$ cat config.mk
export PLATFORM = sky130hd
export DESIGN_NAME = ram_write_arbiter_flat
export DESIGN_NICKNAME = d
export VERILOG_FILES = /design/src/rtl/ram_write_arbiter_pkg.sv /design/src/rtl/ram_write_arbiter_if.sv /design/src/rtl/wrarb_starve_counter.sv /design/src/rtl/ram_write_arbiter.sv /design/src/flat_wrapper.sv
export SDC_FILE = /design/constraint.sdc
export NUM_CORES = 1
export LEC_CHECK = 0
export CORE_UTILIZATION = 38
export DETAILED_ROUTE_END_ITERATION = 8
export PLACE_DENSITY = 0.8
export SLEW_MARGIN = 30
export SYNTH_ARGS = -nofsm -noshare
export SYNTH_HDL_FRONTEND = slang
export SYNTH_HIERARCHICAL = 1
export SYNTH_SLANG_ARGS = --single-unit
$ cat constraint.sdc
create_clock -name Clock -period 1.4 [get_ports Clock]
set_clock_uncertainty 0.1 [all_clocks]
set_input_delay 0.42 -clock Clock [delete_from_list [all_inputs] [get_ports Clock]]
set_output_delay 0.42 -clock Clock [all_outputs]
set_load 0.02 [all_outputs]
$ cat src/rtl/ram_write_arbiter_pkg.sv
// Shared types and constants for the RAM write-port arbiter.
package ram_write_arbiter_pkg;

  localparam int DEF_ADDR_W = 8;
  localparam int DEF_DATA_W = 16;
  // Wide enough for any starve limit in 1..15.
  localparam int CNT_W      = 4;

  typedef enum logic {
    ARB_NORMAL     = 1'b0,
    ARB_HOST_FORCE = 1'b1
  } arb_state_e;

endpackage

$ cat src/rtl/ram_write_arbiter_if.sv
// Core writeback, host loader and RAM write-port signals of the arbiter.
interface ram_write_arbiter_if
  import ram_write_arbiter_pkg::*;
#(
  parameter int ADDR_W = DEF_ADDR_W,
  parameter int DATA_W = DEF_DATA_W
);
  logic              iAluWriteEnable;
  logic [ADDR_W-1:0] iAluAddr;
  logic [DATA_W-1:0] iAluData;
  logic              oAluStall;
  logic              iHostReq;
  logic [ADDR_W-1:0] iHostAddr;
  logic [DATA_W-1:0] iHostData;
  logic              oHostAck;
  logic              oWriteEnable;
  logic [ADDR_W-1:0] oWriteAddr;
  logic [DATA_W-1:0] oWriteData;

  modport slave (
    input  iAluWriteEnable, iAluAddr, iAluData, iHostReq, iHostAddr, iHostData,
    output oAluStall, oHostAck, oWriteEnable, oWriteAddr, oWriteData
  );

  modport master (
    output iAluWriteEnable, iAluAddr, iAluData, iHostReq, iHostAddr, iHostData,
    input  oAluStall, oHostAck, oWriteEnable, oWriteAddr, oWriteData
  );
endinterface

$ cat src/rtl/wrarb_starve_counter.sv
// Saturating count of cycles an eligible host request has gone ungranted.
module wrarb_starve_counter
  import ram_write_arbiter_pkg::*;
(
  input  logic             clk,
  input  logic             rst,
  input  logic             clear,
  input  logic             increment,
  input  logic [CNT_W-1:0] limit,
  output logic [CNT_W-1:0] count,
  output logic             at_limit
);
  logic [CNT_W-1:0] count_q, count_d;

  always_comb begin
    count_d = count_q;
    if (clear)
      count_d = '0;
    else if (increment && (count_q != limit))
      count_d = count_q + 1'b1;
  end

  always_ff @(posedge clk) begin
    if (rst) count_q <= '0;
    else     count_q <= count_d;
  end

  // Flags the value being loaded this edge so the FSM can switch in step with it.
  assign at_limit = (count_d == limit);
  assign count    = count_q;

endmodule

$ cat src/rtl/ram_write_arbiter.sv
// Arbitrates core writebacks and host loader writes onto one registered RAM write port.
// Define WRARB_STARVE_GUARD_EN to add the host starvation guard (forced host grant).
module ram_write_arbiter
  import ram_write_arbiter_pkg::*;
#(
  parameter int ADDR_W       = DEF_ADDR_W,
  parameter int DATA_W       = DEF_DATA_W,
  parameter int STARVE_LIMIT = 4
) (
  input logic                Clock,
  input logic                Reset,
  ram_write_arbiter_if.slave bus
);
  logic              host_elig, alu_gnt, host_gnt, alu_stall;
  logic              we_q, we_d, ack_q, ack_d;
  logic [ADDR_W-1:0] addr_q, addr_d;
  logic [DATA_W-1:0] data_q, data_d;

  // Empty on purpose: an out-of-range limit leaves this block as the only marker.
  if (STARVE_LIMIT < 1 || STARVE_LIMIT > 15) begin : g_starve_limit_out_of_range
  end

  // A request is not re-granted while its own ack is on the port.
  assign host_elig = bus.iHostReq & ~ack_q;

`ifdef WRARB_STARVE_GUARD_EN
  arb_state_e       state_q, state_d;
  logic             cnt_clear, cnt_inc, cnt_at_limit;
  logic [CNT_W-1:0] cnt;

  always_ff @(posedge Clock) begin
    if (Reset) state_q <= ARB_NORMAL;
    else       state_q <= state_d;
  end

  always_comb begin
    state_d = ARB_NORMAL;
    if ((state_q == ARB_NORMAL) && cnt_at_limit)
      state_d = ARB_HOST_FORCE;
  end

  always_comb begin
    alu_stall = (state_q == ARB_HOST_FORCE);
    alu_gnt   = ~alu_stall & bus.iAluWriteEnable;
    host_gnt  = host_elig & (alu_stall | ~bus.iAluWriteEnable);
  end

  assign cnt_clear = host_gnt | ~bus.iHostReq | alu_stall;
  assign cnt_inc   = host_elig & ~host_gnt;

  wrarb_starve_counter u_starve (
    .clk      (Clock),
    .rst      (Reset),
    .clear    (cnt_clear),
    .increment(cnt_inc),
    .limit    (CNT_W'(STARVE_LIMIT)),
    .count    (cnt),
    .at_limit (cnt_at_limit)
  );

  a_cnt_bounded: assert property (@(posedge Clock) disable iff (Reset)
    cnt <= CNT_W'(STARVE_LIMIT));
`else
  assign alu_stall = 1'b0;
  assign alu_gnt   = bus.iAluWriteEnable;
  assign host_gnt  = host_elig & ~bus.iAluWriteEnable;
`endif

  always_comb begin
    we_d   = alu_gnt | host_gnt;
    ack_d  = host_gnt;
    addr_d = addr_q;
    data_d = data_q;
    if (alu_gnt) begin
      addr_d = bus.iAluAddr;
      data_d = bus.iAluData;
    end else if (host_gnt) begin
      addr_d = bus.iHostAddr;
      data_d = bus.iHostData;
    end
  end

  always_ff @(posedge Clock) begin
    if (Reset) begin
      we_q   <= 1'b0;
      ack_q  <= 1'b0;
      addr_q <= '0;
      data_q <= '0;
    end else begin
      we_q   <= we_d;
      ack_q  <= ack_d;
      addr_q <= addr_d;
      data_q <= data_d;
    end
  end

  assign bus.oWriteEnable = we_q;
  assign bus.oWriteAddr   = addr_q;
  assign bus.oWriteData   = data_q;
  assign bus.oHostAck     = ack_q;
  assign bus.oAluStall    = alu_stall;

endmodule

$ cat src/flat_wrapper.sv
// flat-port wrapper written by rule: the top's interface ports become plain ports
module ram_write_arbiter_flat import ram_write_arbiter_pkg::*;
#(
  parameter int ADDR_W       = DEF_ADDR_W,
  parameter int DATA_W       = DEF_DATA_W,
  parameter int STARVE_LIMIT = 4
)
  (Clock, Reset, bus_iAluWriteEnable, bus_iAluAddr, bus_iAluData, bus_iHostReq, bus_iHostAddr, bus_iHostData, bus_oAluStall, bus_oHostAck, bus_oWriteEnable, bus_oWriteAddr, bus_oWriteData);
  ram_write_arbiter_if #(.ADDR_W(ADDR_W), .DATA_W(DATA_W)) bus_i ();
  input logic Clock;
  input logic Reset;
  input wire logic [$bits(bus_i.iAluWriteEnable)-1:0] bus_iAluWriteEnable;
  input wire logic [$bits(bus_i.iAluAddr)-1:0] bus_iAluAddr;
  input wire logic [$bits(bus_i.iAluData)-1:0] bus_iAluData;
  input wire logic [$bits(bus_i.iHostReq)-1:0] bus_iHostReq;
  input wire logic [$bits(bus_i.iHostAddr)-1:0] bus_iHostAddr;
  input wire logic [$bits(bus_i.iHostData)-1:0] bus_iHostData;
  output wire logic [$bits(bus_i.oAluStall)-1:0] bus_oAluStall;
  output wire logic [$bits(bus_i.oHostAck)-1:0] bus_oHostAck;
  output wire logic [$bits(bus_i.oWriteEnable)-1:0] bus_oWriteEnable;
  output wire logic [$bits(bus_i.oWriteAddr)-1:0] bus_oWriteAddr;
  output wire logic [$bits(bus_i.oWriteData)-1:0] bus_oWriteData;
  assign bus_i.iAluWriteEnable = bus_iAluWriteEnable;
  assign bus_i.iAluAddr = bus_iAluAddr;
  assign bus_i.iAluData = bus_iAluData;
  assign bus_i.iHostReq = bus_iHostReq;
  assign bus_i.iHostAddr = bus_iHostAddr;
  assign bus_i.iHostData = bus_iHostData;
  assign bus_oAluStall = bus_i.oAluStall;
  assign bus_oHostAck = bus_i.oHostAck;
  assign bus_oWriteEnable = bus_i.oWriteEnable;
  assign bus_oWriteAddr = bus_i.oWriteAddr;
  assign bus_oWriteData = bus_i.oWriteData;
  ram_write_arbiter #(.ADDR_W(ADDR_W), .DATA_W(DATA_W), .STARVE_LIMIT(STARVE_LIMIT)) u_core (.Clock(Clock), .Reset(Reset), .bus(bus_i));
endmodule
==> run summary <==
OUTCOME
----------------------------------------------------------------------------------------------------
Outcome                                                                                 finished, final reports clean

FINISH
----------------------------------------------------------------------------------------------------
Fraction of final layout cells with drive strength greater than 1                              42.0%
Layout filler cell count                                                                         316
Finished Cell Area                                                                        2240 sq um
Inserted Diodes                                                                                    0
Synthesis-to-finish area growth                                                                60.4%
Final layout net count                                                                           284

SETUP PATH
----------------------------------------------------------------------------------------------------
Worst Setup Start Kind                                                                          flop
Family with the most delay on the worst path                                              flip-flops
Type of the setup path with the least slack                                             flop to output pin
Delay contributed by the slowest stage of the critical path                                   380 ps
Capturing element type of the critical path                                               output pin
Data arrival at the endpoint of the critical path                                             840 ps
Crit Reg-Reg Startpoint                                                                 u_core/bus.oHostAck
Crit-path max FO                                                                                   2
Cell type of the slowest stage on the worst timing path                                 sky130_fd_sc_hd__dfxtp_1
Critical Path, Cell by Cell                                                                    buf_4
Number of buffers and inverters on the critical path                                               1
First element of the critical path                                                      u_core/bus.oWriteAddr[0]
Required arrival time at the worst endpoint                                                   880 ps

STA
----------------------------------------------------------------------------------------------------
Number of endpoints failing setup at the final stage                                               0
Unrepaired setup endpoints after global routing                                                 true
Final hold violation count                                                                         0
Fin crit share                                                                                 97.1%
Final slew viol count                                                                              0
Time the worst path needs with I/O delays and setup                                          1360 ps
Fmax                                                                                         735 MHz
Setup tns final                                                                                 0 ps

POWER
----------------------------------------------------------------------------------------------------
Total chip power                                                                           0.00182 W
Seq pwr share                                                                                  46.1%
Fraction of power spent switching nets                                                         29.1%
Clock network fraction of total power                                                          20.7%
Share of total power in combinational logic                                                    33.3%
Leakage                                                                                     0.943 nW
Int Power                                                                                  0.00129 W
Net switching power of the design                                                         0.000529 W
Cell area power density                                                                  813 nW/um^2
Maximum VDD drop                                                                            0.458 mV

LOGIC SYNTHESIS
----------------------------------------------------------------------------------------------------
Number of standard cells after synthesis                                                         145
Register area share after synthesis                                                            37.3%
Library cell with the largest summed area after synthesis                               sky130_fd_sc_hd__dfxtp_1
Flop and latch count out of synthesis                                                             26
Yosys Warn Count                                                                                   6
Number of flops mapped to enable cells by yosys                                                    0
Unique masters post-synth                                                                         15
Post-Synthesis Mean Instance Area                                                         9.62 sq um
Most numerous cell types in the synthesized netlist                                     sky130_fd_sc_hd__nor3_1, sky130_fd_sc_hd__dfxtp_1, sky130_fd_sc_hd__inv_1
Top area cells in the synthesized netlist                                               sky130_fd_sc_hd__dfxtp_1, sky130_fd_sc_hd__a2111oi_2, sky130_fd_sc_hd__nor3_1, sky130_fd_sc_hd__inv_1, sky130_fd_sc_hd__buf_6
Netlist area before placement                                                             1400 sq um
Top-count cell post-synth                                                               sky130_fd_sc_hd__nor3_1
Async S/R FF share, synth                                                                         0%
Post-synth top area share                                                                      37.3%
Post-synth top flop                                                                     sky130_fd_sc_hd__dfxtp_1
Synthesized Nets                                                                                 197

PLACE
----------------------------------------------------------------------------------------------------
Post-Place Cell Area                                                                      2240 sq um
Sum of net half-perimeters after detailed placement                                     2550 microns
Final Wtd Congestion                                                                           0.696
Port-buffer cells                                                                                 77

CTS
----------------------------------------------------------------------------------------------------
CTS tree                                                                                        done
Master cell of the clock root buffer                                                    sky130_fd_sc_hd__clkbuf_4
Number of clock sinks                                                                             26
Buffer count from post-CTS setup fixing                                                            0
Total CTS buffers                                                                                  3
Clock latency on the worst-skew pair                                                          310 ps
Hold-fix buffers, CTS                                                                              0
Clock-pin slew reported for the worst setup and hold paths after clock tree synthesis         140 ps
Maximum clock insertion buffer count                                                               2
CTS H-Tree Depth                                                                                   1

FLOORPLAN
----------------------------------------------------------------------------------------------------
Die Outline Area                                                                          3920 sq um
Effective utilization at floorplan                                                             40.8%
IO Pins                                                                                           79
Die Width                                                                               62.6 microns
Overall die height                                                                      62.6 microns
CORE AREA                                                                                 3420 sq um
Row count                                                                                         21

GRT
----------------------------------------------------------------------------------------------------
Remaining Overflow, GRT                                                                            0
Overall routing resource usage                                                                 18.6%
Largest net degree at the start of global routing                                                 39
Via count of the first global-routing pass                                                      1319
First-pass GRT wire length                                                              5910 microns
Number of antenna violations at the first check in global routing                                  0

DETAILED ROUTING
----------------------------------------------------------------------------------------------------
DRC marker count from the first detailed-route iteration                                          37
Final routed wire length divided by cell count                                          12.7 microns
DRC errors left                                                                                    0
Total Wirelength                                                                        3520 microns
Vias post-DR                                                                                    1358
Antenna viol nets, final                                                                           0
Length of the first detailed-routing pass in iterations                                            4
Detailed-route vias per instance                                                                4.90

JOB
----------------------------------------------------------------------------------------------------
Max-capacitance violation count                                                                    0

HOLD PATH
----------------------------------------------------------------------------------------------------
Hold Crit Start                                                                         bus_iAluWriteEnable
Hold Crit Class                                                                         input port to flop

## timing repair
| action | 4_1_cts | 5_1_grt |
|---|---|---|
| cloned | 1 | 1 |
| pin swaps | 1 | 2 |
| gates resized for setup | 110 | 31 |
| setup endpoints to repair | 50 | 33 |
## final cells by class
type                       count  area (sq um)  share of cell area [%]
timing repair buffer          99           865                    38.6
multi-input combinational     78           647                    28.9
sequential                    26           542                    24.2
inverter                      24          90.1                    4.03
tap                           46          57.6                    2.57
clock buffer                   4          36.3                    1.62
## metal layers
metal	track usage [%]	up-vias	part of all wire, %
met1	23.9	621	46
met5	0	-	0
met2	31.3	45	47
li1	-	690	-
met3	4.20	2	6.1
met4	4.65	0	0.54
## registers in the layout, indices dropped and copies added (netlist names)
name                     count
u_core/bus.oHostAck          1
u_core/bus.oWriteAddr        8
u_core/bus.oWriteData       16
u_core/bus.oWriteEnable      1
## placed cells by master, fill, tap and decap left out, drive strengths merged
| cell type | Yosys | final |
|---|---|---|
| nor2 | 2 | 2 |
| dlygate4sd2 | 0 | 1 |
| a2111oi | 24 | 24 |
| nand2b | 1 | 1 |
| nor2b | 1 | 1 |
| nor3 | 49 | 49 |
| dfxtp | 26 | 26 |
| buf | 16 | 48 |
| clkdlybuf4s50 | 0 | 49 |
| clkbuf | 1 | 5 |
| inv | 24 | 24 |
| conb | 1 | 1 |
## path summary, 6_finish.rpt
kind	to	slack [ps]	cells after the start
min	u_core/bus.oWriteData[2]	480	3
min reg2reg	u_core/bus.oWriteAddr[2]	530	2
max reg2reg	u_core/bus.oWriteData[6]	40	5
max	bus_oWriteAddr[0]	40	1
## power by group through the flow
stage | clock network [W] | logic (W) | registers (W)
after floorplan | 0 | 0.000245 | 0.000921
final | 0.000376 | 0.000605 | 0.000839
after global routing | 0.000428 | 0.000651 | 0.000848
after CTS | 0.000390 | 0.000588 | 0.000830
after detailed placement | 0 | 0.000633 | 0.000848
after global placement | 0 | 0.000626 | 0.000846
## metrics by stage
step	utilization [%]	setup slack, ps	hold WS (ps)	std cells
2_1_floorplan	-	104	400	145
3_3_place_gp	65.5	-408	504	271
3_5_place_dp	65.5	-447	515	271
4_1_cts	63.3	9.73	474	276
5_1_grt	65.5	-43.2	472	277
6_report	65.5	40.1	479	277
## logic make-up after synthesis
family                 count (synthesis)  synth area share, %
DFF                                   26                 37.3
AOI/OAI and AO/OA                     24                 24.8
and+or+nand+nor                       53                 19.9
other                                  1                0.269
buffers and inverters                 41                 17.8
No activity file was read; power rests on OpenSTA's default activity.
